[config.mk]
export PLATFORM = sky130hd
export DESIGN_NAME = scan_counter_display
export DESIGN_NICKNAME = d
export VERILOG_FILES = /design/src/rtl/scan_pkg.sv /design/src/rtl/db_edge.sv /design/src/rtl/scan_counter_display.sv
export SDC_FILE = /design/constraint.sdc
export NUM_CORES = 1
export LEC_CHECK = 0
export ABC_AREA = 1
export CAP_MARGIN = 20
export CORE_ASPECT_RATIO = 0.9
export CORE_MARGIN = 1
export CORE_UTILIZATION = 55
export DETAILED_ROUTE_END_ITERATION = 16
export PLACE_DENSITY = 0.76
export SLEW_MARGIN = 30
export SYNTH_ARGS = -nofsm -noshare
export SYNTH_HDL_FRONTEND = slang
export SYNTH_SLANG_ARGS = --single-unit
[constraint.sdc]
create_clock -name clk -period 3.39 [get_ports clk]
set_clock_uncertainty 0.05 [all_clocks]
set_input_delay 0.678 -clock clk [delete_from_list [all_inputs] [get_ports clk]]
set_output_delay 0.678 -clock clk [all_outputs]
set_load 0.005 [all_outputs]
[src/rtl/scan_pkg.sv]
// Purpose: shared 7-segment patterns and digit helpers for the scan counter display.
// Latency: n/a (constants and pure functions only).
// Backpressure: n/a.
// Contents: seg_t, SEG_0..SEG_F / SEG_BLANK (active-low {g..a}), bcd_clamp(), seg_decode().
package scan_pkg;

   typedef logic [6:0] seg_t;

   // Active-low segment patterns, bit order {g,f,e,d,c,b,a}
   localparam seg_t SEG_0     = 7'h40;
   localparam seg_t SEG_1     = 7'h79;
   localparam seg_t SEG_2     = 7'h24;
   localparam seg_t SEG_3     = 7'h30;
   localparam seg_t SEG_4     = 7'h19;
   localparam seg_t SEG_5     = 7'h12;
   localparam seg_t SEG_6     = 7'h02;
   localparam seg_t SEG_7     = 7'h78;
   localparam seg_t SEG_8     = 7'h00;
   localparam seg_t SEG_9     = 7'h10;
   localparam seg_t SEG_A     = 7'h08;
   localparam seg_t SEG_B     = 7'h03;
   localparam seg_t SEG_C     = 7'h46;
   localparam seg_t SEG_D     = 7'h21;
   localparam seg_t SEG_E     = 7'h06;
   localparam seg_t SEG_F     = 7'h0E;
   localparam seg_t SEG_BLANK = 7'h7F;

   // Digits above 9 saturate to 9 so a BCD counter never holds an illegal digit
   function automatic logic [3:0] bcd_clamp(input logic [3:0] d);
      return (d > 4'd9) ? 4'd9 : d;
   endfunction

   function automatic seg_t seg_decode(input logic [3:0] d);
      seg_t s;
      case (d)
         4'h0:    s = SEG_0;
         4'h1:    s = SEG_1;
         4'h2:    s = SEG_2;
         4'h3:    s = SEG_3;
         4'h4:    s = SEG_4;
         4'h5:    s = SEG_5;
         4'h6:    s = SEG_6;
         4'h7:    s = SEG_7;
         4'h8:    s = SEG_8;
         4'h9:    s = SEG_9;
         4'hA:    s = SEG_A;
         4'hB:    s = SEG_B;
         4'hC:    s = SEG_C;
         4'hD:    s = SEG_D;
         4'hE:    s = SEG_E;
         4'hF:    s = SEG_F;
         default: s = SEG_BLANK;
      endcase
      return s;
   endfunction

endpackage

[src/rtl/db_edge.sv]
// Purpose: 2-flop synchroniser, stable-time debouncer and rising-edge pulse for a raw button.
// Latency: rise pulses DB_CYC+2 clk after the raw input settles high; pulse is 1 clk wide.
// Backpressure: none; pulses are fire-and-forget.
// Ports: clk, rst_n (async active-low), btn (raw, asynchronous), rise (1-clk pulse).
module db_edge #(
   parameter int DB_CYC = 1_000_000
) (
   input  logic clk,
   input  logic rst_n,
   input  logic btn,
   output logic rise
);

   localparam int DW = (DB_CYC > 1) ? $clog2(DB_CYC + 1) : 1;

   logic [1:0]    sync;
   logic          level;
   logic [DW-1:0] stable_cnt;

   always_ff @(posedge clk or negedge rst_n) begin
      if (!rst_n) begin
         sync       <= 2'b00;
         level      <= 1'b0;
         stable_cnt <= '0;
         rise       <= 1'b0;
      end else begin
         sync <= {sync[0], btn};
         rise <= 1'b0;
         if (sync[1] == level) begin
            // Any glitch back to the current level restarts the stable-time count
            stable_cnt <= '0;
         end else if (stable_cnt == DW'(DB_CYC - 1)) begin
            // DB_CYC consecutive samples disagreed with level: accept the new level
            level      <= sync[1];
            rise       <= sync[1];
            stable_cnt <= '0;
         end else begin
            stable_cnt <= stable_cnt + DW'(1);
         end
      end
   end

endmodule

[src/rtl/scan_counter_display.sv]
// Purpose: multi-digit BCD/hex up/down counter driving a multiplexed active-low 7-segment display.
// Latency: count/load/clear registered 1 clk after the tick or debounced pulse; seg/scan update together.
// Backpressure: none; enable=0 freezes the count while ticks and scanning keep running.
// Ports: clk, clr (async active-low), enable, load/dir_btn/zero (raw buttons), data -> q, up, tc, seg, scan.
module scan_counter_display
   import scan_pkg::*;
#(
   parameter int CLK_HZ   = 100_000_000,
   parameter int COUNT_HZ = 1,
   parameter int SCAN_HZ  = 1_000,
   parameter int DIGITS   = 4,
   parameter int BCD      = 1,
   parameter int DB_CYC   = 1_000_000
) (
   input  logic                clk,
   input  logic                clr,
   input  logic                enable,
   input  logic                load,
   input  logic                dir_btn,
   input  logic                zero,
   input  logic [4*DIGITS-1:0] data,
   output logic [4*DIGITS-1:0] q,
   output logic                up,
   output logic                tc,
   output seg_t                seg,
   output logic [DIGITS-1:0]   scan
);

   localparam int CNT_DIV  = CLK_HZ / COUNT_HZ;
   localparam int SCAN_DIV = CLK_HZ / SCAN_HZ;
   localparam int CW       = (CNT_DIV  > 1) ? $clog2(CNT_DIV)  : 1;
   localparam int SW       = (SCAN_DIV > 1) ? $clog2(SCAN_DIV) : 1;
   localparam int IW       = (DIGITS   > 1) ? $clog2(DIGITS)   : 1;
   localparam logic [3:0] DMAX = (BCD != 0) ? 4'd9 : 4'd15;

   if (CNT_DIV < 2)  begin : g_bad_cnt_div  $error("CLK_HZ/COUNT_HZ must be >= 2"); end
   if (SCAN_DIV < 2) begin : g_bad_scan_div $error("CLK_HZ/SCAN_HZ must be >= 2");  end
   if (DIGITS < 1 || DIGITS > 8) begin : g_bad_digits $error("DIGITS must be 1..8"); end

   // ---------------- clock-enable tick dividers ----------------
   logic [CW-1:0] cnt_div;
   logic [SW-1:0] scan_div;
   logic          cnt_tick, scan_tick;

   assign cnt_tick  = (cnt_div  == CW'(CNT_DIV - 1));
   assign scan_tick = (scan_div == SW'(SCAN_DIV - 1));

   always_ff @(posedge clk or negedge clr) begin
      if (!clr) begin
         cnt_div  <= '0;
         scan_div <= '0;
      end else begin
         cnt_div  <= cnt_tick  ? '0 : cnt_div  + CW'(1);
         scan_div <= scan_tick ? '0 : scan_div + SW'(1);
      end
   end

   // ---------------- button conditioning ----------------
   logic ld_p, dir_p, zero_p;

   db_edge #(.DB_CYC(DB_CYC)) u_db_load (.clk(clk), .rst_n(clr), .btn(load),    .rise(ld_p));
   db_edge #(.DB_CYC(DB_CYC)) u_db_dir  (.clk(clk), .rst_n(clr), .btn(dir_btn), .rise(dir_p));
   db_edge #(.DB_CYC(DB_CYC)) u_db_zero (.clk(clk), .rst_n(clr), .btn(zero),    .rise(zero_p));

   // ---------------- digit chain ----------------
   // chain[i] = digit i must step (carry in when up, borrow in when down);
   // chain[DIGITS] set means every digit wrapped, i.e. terminal count.
   logic [4*DIGITS-1:0] step_q, ld_q, q_nxt;
   logic [DIGITS:0]     chain;
   logic                tc_nxt;

   assign chain[0] = 1'b1;

   for (genvar i = 0; i < DIGITS; i++) begin : g_digit
      logic [3:0] d;
      logic       at_lim;
      assign d               = q[4*i +: 4];
      assign at_lim          = up ? (d == DMAX) : (d == 4'd0);
      assign chain[i+1]      = chain[i] & at_lim;
      assign step_q[4*i +: 4] = !chain[i] ? d :
                                at_lim   ? (up ? 4'd0 : DMAX) :
                                           (up ? d + 4'd1 : d - 4'd1);
      assign ld_q[4*i +: 4]   = (BCD != 0) ? bcd_clamp(data[4*i +: 4]) : data[4*i +: 4];
   end

   always_comb begin
      q_nxt  = q;
      tc_nxt = 1'b0;
      if (zero_p) begin
         q_nxt = '0;
      end else if (ld_p) begin
         q_nxt = ld_q;
      end else if (cnt_tick && enable) begin
         q_nxt  = step_q;
         tc_nxt = chain[DIGITS];
      end
   end

   // ---------------- scan index ----------------
   logic [IW-1:0] idx, idx_nxt;

   always_comb begin
      idx_nxt = idx;
      if (scan_tick) idx_nxt = (idx == IW'(DIGITS - 1)) ? '0 : idx + IW'(1);
   end

   // seg is decoded from the next count and next index so the pattern and the
   // digit enable change on the same edge and never show a neighbour's digit.
   always_ff @(posedge clk or negedge clr) begin
      if (!clr) begin
         q   <= '0;
         up  <= 1'b1;
         tc  <= 1'b0;
         idx <= '0;
         seg <= SEG_0;
      end else begin
         q   <= q_nxt;
         up  <= up ^ dir_p;   // step above used the old direction this clk
         tc  <= tc_nxt;
         idx <= idx_nxt;
         seg <= seg_decode(q_nxt[4*idx_nxt +: 4]);
      end
   end

   assign scan = ~(DIGITS'(1) << idx);

endmodule

## Word level (Yosys, flattened, before mapping)

Memories as Yosys holds them, arrays and structs flattened. A register that Yosys moved wholly into a read port is not among the register bits.
Index checks and enable logic that the tools add are counted.
W data, S select, Z words.

- Bitwise operators: 8
- Shift-type cells: 2
- Reduce and logical (&&, ||, !) cells: 9
- Order comparisons: 4
- Add/subtract/negate cells: 14
- Eq/ne operators: 13
- Mux-type cells: 42

Operator list:

| operator | number |
|---|---|
| $mux W20 | 6 |
| $mux W4 | 16 |
| $add A20 B1 Y20 const B | 3 |
| $eq A20 B20 Y1 const B | 3 |
| $mux W16 | 3 |
| $add A27 B1 Y27 const B | 1 |
| $eq A27 B27 Y1 const B | 1 |
| $mux W27 | 1 |
| $add A17 B1 Y17 const B | 1 |
| $eq A17 B17 Y1 const B | 1 |
| $mux W17 | 1 |
| $add A4 B1 Y4 const B | 4 |
| $eq A4 B4 Y1 const B | 4 |
| $gt A4 B4 Y1 const B | 4 |
| $logic_not A4 Y1 | 4 |
| $shiftx A16 B5 Y4 | 1 |
| $sub A4 B1 Y4 const B | 4 |
| $mux W1 | 13 |
| $reduce_and A2 Y1 | 3 |
| $mux W2 | 2 |
| $not A4 Y4 | 1 |
| $shl A1 B2 Y4 const A | 1 |
| $and A1 B1 Y1 | 3 |
| $eq A1 B1 Y1 | 3 |
| other kinds (6) | 8 |

- Memories: 1
- Output and inout port bits: 29
- Bits in read-only memories: 112
- Flip-flop bits (word level): 136
- Word-level logic and storage cells: 111
- Bits of input ports: 22

Memories:

| name | words | bits a word | rd ports | clocked after Yosys merged registers in | write ports | line | text |
|---|---|---|---|---|---|---|---|
| (no name shown) | 16 | 7 | 1 | 1 | 0 | scan_pkg.sv:35 | `case (d)` |

## Depth between registers and ports, before layout

- Depth in word-level cells: 9
- Gate-level depth with buffers: 22
- Depth with buffers taken out: 21

## Cells and area by module

Synthesis repeated with hierarchy kept, for this count alone.

- Cells, all modules: 1179
- Area total of the unflattened synthesis: 9180.1 um^2

Modules (own cells, without submodules):

| module | area an instance (um^2) | cells an instance | seq. area each (um^2) | instances |
|---|---|---|---|---|
| scan_counter_display | 4994.8 | 678 | 1779.2 | 1 |
| db_edge | 1395.1 | 167 | 600.6 | 3 |

## Worst setup path before layout

Ideal clock, no wire load.

- Kind: register to register
- Start: register up
- End: register seg[3]
- Setup time: 0.117 ns
- Required time: 3.223 ns
- Path buffers: 1
- Cell stages (with the launch flop): 21
- Path slack: 0.796 ns
- Clock period less this slack: 2.594 ns
- Arrival: 2.428 ns
- Cell sequence: dfstp_2 > buf_6 > inv_1 > o21ai_0 > nand3_1 > inv_1 > nand2_2 > nor2_4 > nand2_1 > nand3_1 > nand2_1 > nand2_1 > nand3_2 > nand2_2 > inv_1 > ha_1 > inv_1 > nand2_1 > nand2_1 > nand2_1 > nand2_1

- Longest elaborated chain between the ends: 8
- Elaborated cells between the ends (all ways): 22
- Classes of those cells: shift (1); mux (19); bitwise (2)

RTL lines:

| item | line | text |
|---|---|---|
| start, declared | scan_counter_display.sv:23 | `output logic up,` |
| start signal, assigned | scan_counter_display.sv:118 | `up <= up ^ dir_p;` |
| $mux W1 | scan_counter_display.sv:78 | `assign at_lim = up ? (d == DMAX) : (d == 4'd0);` |
| $and A1 B1 Y1 (2 in a row) | scan_counter_display.sv:79 | `assign chain[i+1] = chain[i] & at_lim;` |
| $mux W4 | scan_counter_display.sv:80 | `assign step_q[4*i +: 4] = !chain[i] ? d :` |
| $mux W16 * | scan_counter_display.sv:93 | `end else if (cnt_tick && enable) begin` |
| $mux W16 * | scan_counter_display.sv:91 | `end else if (ld_p) begin` |
| $mux W16 * | scan_counter_display.sv:89 | `if (zero_p) begin` |
| $shiftx A16 B5 Y4 * | scan_counter_display.sv:121 | `seg <= seg_decode(q_nxt[4*idx_nxt +: 4]);` |
| end, declared | scan_counter_display.sv:25 | `output seg_t seg,` |

Every way passes the cells marked *; elsewhere a longest branch is shown, timed or not.
A chain may end at the register's enable or synchronous reset.

## Worst setup path after layout

Same ends and word-level chain as after synthesis.

==> qor.yml <==
antenna_found_initial: 0
startpoint_type: "flop"
cp_cell_sequence: "inv_1, o21ai_0, nand3_1, inv_1, nand2_2, nor2_4, nand2_1, nand3_1, nand2_1, nand2_1, nand3_2, nand2_2, inv_1, ha_1, inv_1, nand2_1, nand2_1, nand2_1, nand2_1"
final_cell_area_sq_um: 9610
cp_data_required_time_ps: 3660
n_fill_cell: 1208
finalMaxSlewViolations: 0
ys_ff_latch: 143
yosysTopAreaCell: "dfrtp_1"
intPower_w: 0.00291
antennaDiodeCount: 0
syn-cell-area_sq_um: 8270
synth.most_common_cell: "nand2_1"
reg2reg_depth: 19
maxSlewHeadroom_pct: 52.5
pin_count: 51
path_common_cell: "nand2_1"
regArea_sq_um: 3580
cts_setup_buffers: 0
synth_xor_area_share_pct: 3.70
drc_errors: 0
cts.sink_count: 143
portBuffers: 50
r2r-start: "up"
clkTransAtPathRegs_ps: 60
fp.dieW_um: 131
cts_hold_buf: 0
drt_pre_antenna_iters: 7
grt_overflow_total: 0
status: "completed"
grt_max_degree: 68
cp-end-kind: "flop"
worst_slack_ps: 325
finalCritPeriodShare_pct: 90.4
routed_via_density: 5.28
synthTopCellsByArea: "dfrtp_1, nand2_1, inv_1"
setup_viol: 0
startpoint: "up"
vias: 7065
synth_edf_count: 0
die_area_sq_um: 15500
grtUsageTotal_pct: 24.5
cts_buffer_depth: 2
synthMuxAreaShare_pct: 0
endpoint: "seg[3]"
critPathKind: "flop to flop"
postSynthAreaPerCell_sq_um: 7.79
irDropWorstVdd_uv: 376
power_frac_comb_pct: 4.6
synth_cell_types: 45
synth_top_family_by_area: "simple AND/OR/NAND/NOR gates"
clock.fmax_ghz: 0.326
multi_input_area_sq_um: 4010
clock_latency_ps: 430
grt_pass1_wl_um: 31000
power_density_nw_per_um2: 397
die_h_um: 118
max_cap_viol_count: 0
worstPathArrival_ps: 3330
synth-adder-area-share_pct: 4.45
pre_cts_ws_ps: 388
p_sw_w: 0.000900
drt-initial-drc-count: 513
power.share.switching_pct: 23.6
cts_tree: "done"
grt_pass1_vias: 6750
timing.setup.tns_ps: 0
cts_resized: 0
worstMarginPinSlew_ps: 710
cp_slowest_stage_delay_ps: 770
slowest_stage: "dfstp_2"
h-tree-depth: 4
synthFlopType: "dfrtp_1"
reg2reg_to: "seg[3]"
layout-drive-gt1-share_pct: 9.82
synth_seq_area_share_pct: 43.3
cp_max_fo: 15
holdCritPathClass: "input pin to asynchronous set/reset pin"
synthesis.nets: 1111
synth-compound-area-share_pct: 7.03
finalNetCount: 1177
p_clk_share_pct: 49.7
seq_power_share_pct: 45.7
cts_buffers: 17
antenna_left: 0
root_buffer: "clkbuf_16"
yosys_warnings: 0
post-route-min-period_ps: 3070
synth-simple-area-share_pct: 33.2
synth_common_cells: "nand2_1, inv_1, dfrtp_1, nor2_1, nand3_1"
rows: 42
dp_hpwl_um: 12700
rsz0062_at_grt: "false"
hold_viol: 0
p_leak_nw: 4.67
wl_per_cell_um: 13.3
area_delta_synth_final_pct: 16.2
core_region_area_sq_um: 14700
dpl-instance-area_sq_um: 9020
start_util_pct: 56.2
place_congestion: 0.919
yosysTopAreaCellShare_pct: 42.6
syn_inst: 1062
wirelength_um: 17700
synthArstFlopShare_pct: 100
utilization_pct: 65.3
r2r_slack_ps: 320
## cell type report
type                    instances  area share, %
multi-input cells             743           41.7
inverters                     169           6.65
clock inverters                14           1.61
flip-flops and latches        143           37.3
repair buffers                 54           5.66
well taps                     198           2.58
clock buffers                  18           4.57
## worst max-delay path: cells and delay by family, from the launching register on
kind	cells	cell delay, ps
simple gates	13	1060
flops	1	770
buf+inv	4	590
fa+ha+maj	1	310
compound gates	1	180
## power groups by stage
stage          clock (W)  sequential, W  combinational [W]
3_3_place_gp           0        0.00177           0.000176
4_1_cts          0.00192        0.00174           0.000179
5_1_grt          0.00198        0.00174           0.000201
2_1_floorplan          0        0.00177          0.0000809
6_report         0.00190        0.00174           0.000176
3_5_place_dp           0        0.00177           0.000178
## placed cells by master (no fill, tap or decap), types with 3 or more instances in the layout
cell             instances
buf_4                    3
dfrtp_1                141
nor2_1                 134
inv_2                    7
nand4_1                 26
o21ai_2                  4
o21ai_1                  3
nor4_1                  11
and3_1                   5
a21oi_1                 54
nor2_2                  10
nor3b_1                  4
nand3_1                 79
ha_1                    23
inv_6                    5
clkinvlp_4               4
nor3_1                  35
xor2_1                  21
fa_1                     4
o21ai_0                 34
xnor2_1                 14
nand2_4                  5
nand3_2                  9
nand2_1                219
clkdlybuf4s50_1         49
nor3_2                   4
nand2_2                 14
nor2_4                  10
clkbuf_16               17
o21a_1                   5
inv_1                  160
## worst min-delay path by stage
stage / to / slack, ps
2_1_floorplan: u_db_dir.sync[1] / 280
3_3_place_gp: u_db_zero.sync[1] / 290
3_5_place_dp: u_db_zero.sync[1] / 290
4_1_cts: cnt_div[9] / 220
5_1_grt: cnt_div[9] / 250
6_report: cnt_div[9] / 200
## cell families after synthesis
| logic type | count (synthesis) |
|---|---|
| compound gates | 107 |
| xor+xnor | 35 |
| fa+ha+maj | 27 |
| buf+inv | 176 |
| flops | 143 |
| simple gates | 574 |
## through the flow
stage	power (W)	hold slack (ps)	instances
global route	0.00393	252	1339
finish	0.00381	196	1339
floorplan	0.00185	281	1062
CTS	0.00384	217	1339
detailed placement	0.00195	288	1307
global placement	0.00195	287	1307
## registers in the layout (all words and copies together) (netlist names)
signal                cells
cnt_div                  27
idx                       2
q                        16
scan_div                 17
seg                       7
tc                        1
u_db_dir.level            1
u_db_dir.rise             1
u_db_dir.stable_cnt      20
u_db_dir.sync             2
u_db_load.level           1
u_db_load.rise            1
u_db_load.stable_cnt     20
u_db_load.sync            2
u_db_zero.level           1
u_db_zero.rise            1
u_db_zero.stable_cnt     20
u_db_zero.sync            2
up                        1
## layer usage
layer	routed length, um	track usage [%]
met3	956	4.80
met2	8140	39.6
met5	0	0
met1	8410	33.3
met4	245	7.63
(Power assumes the default switching activity.)
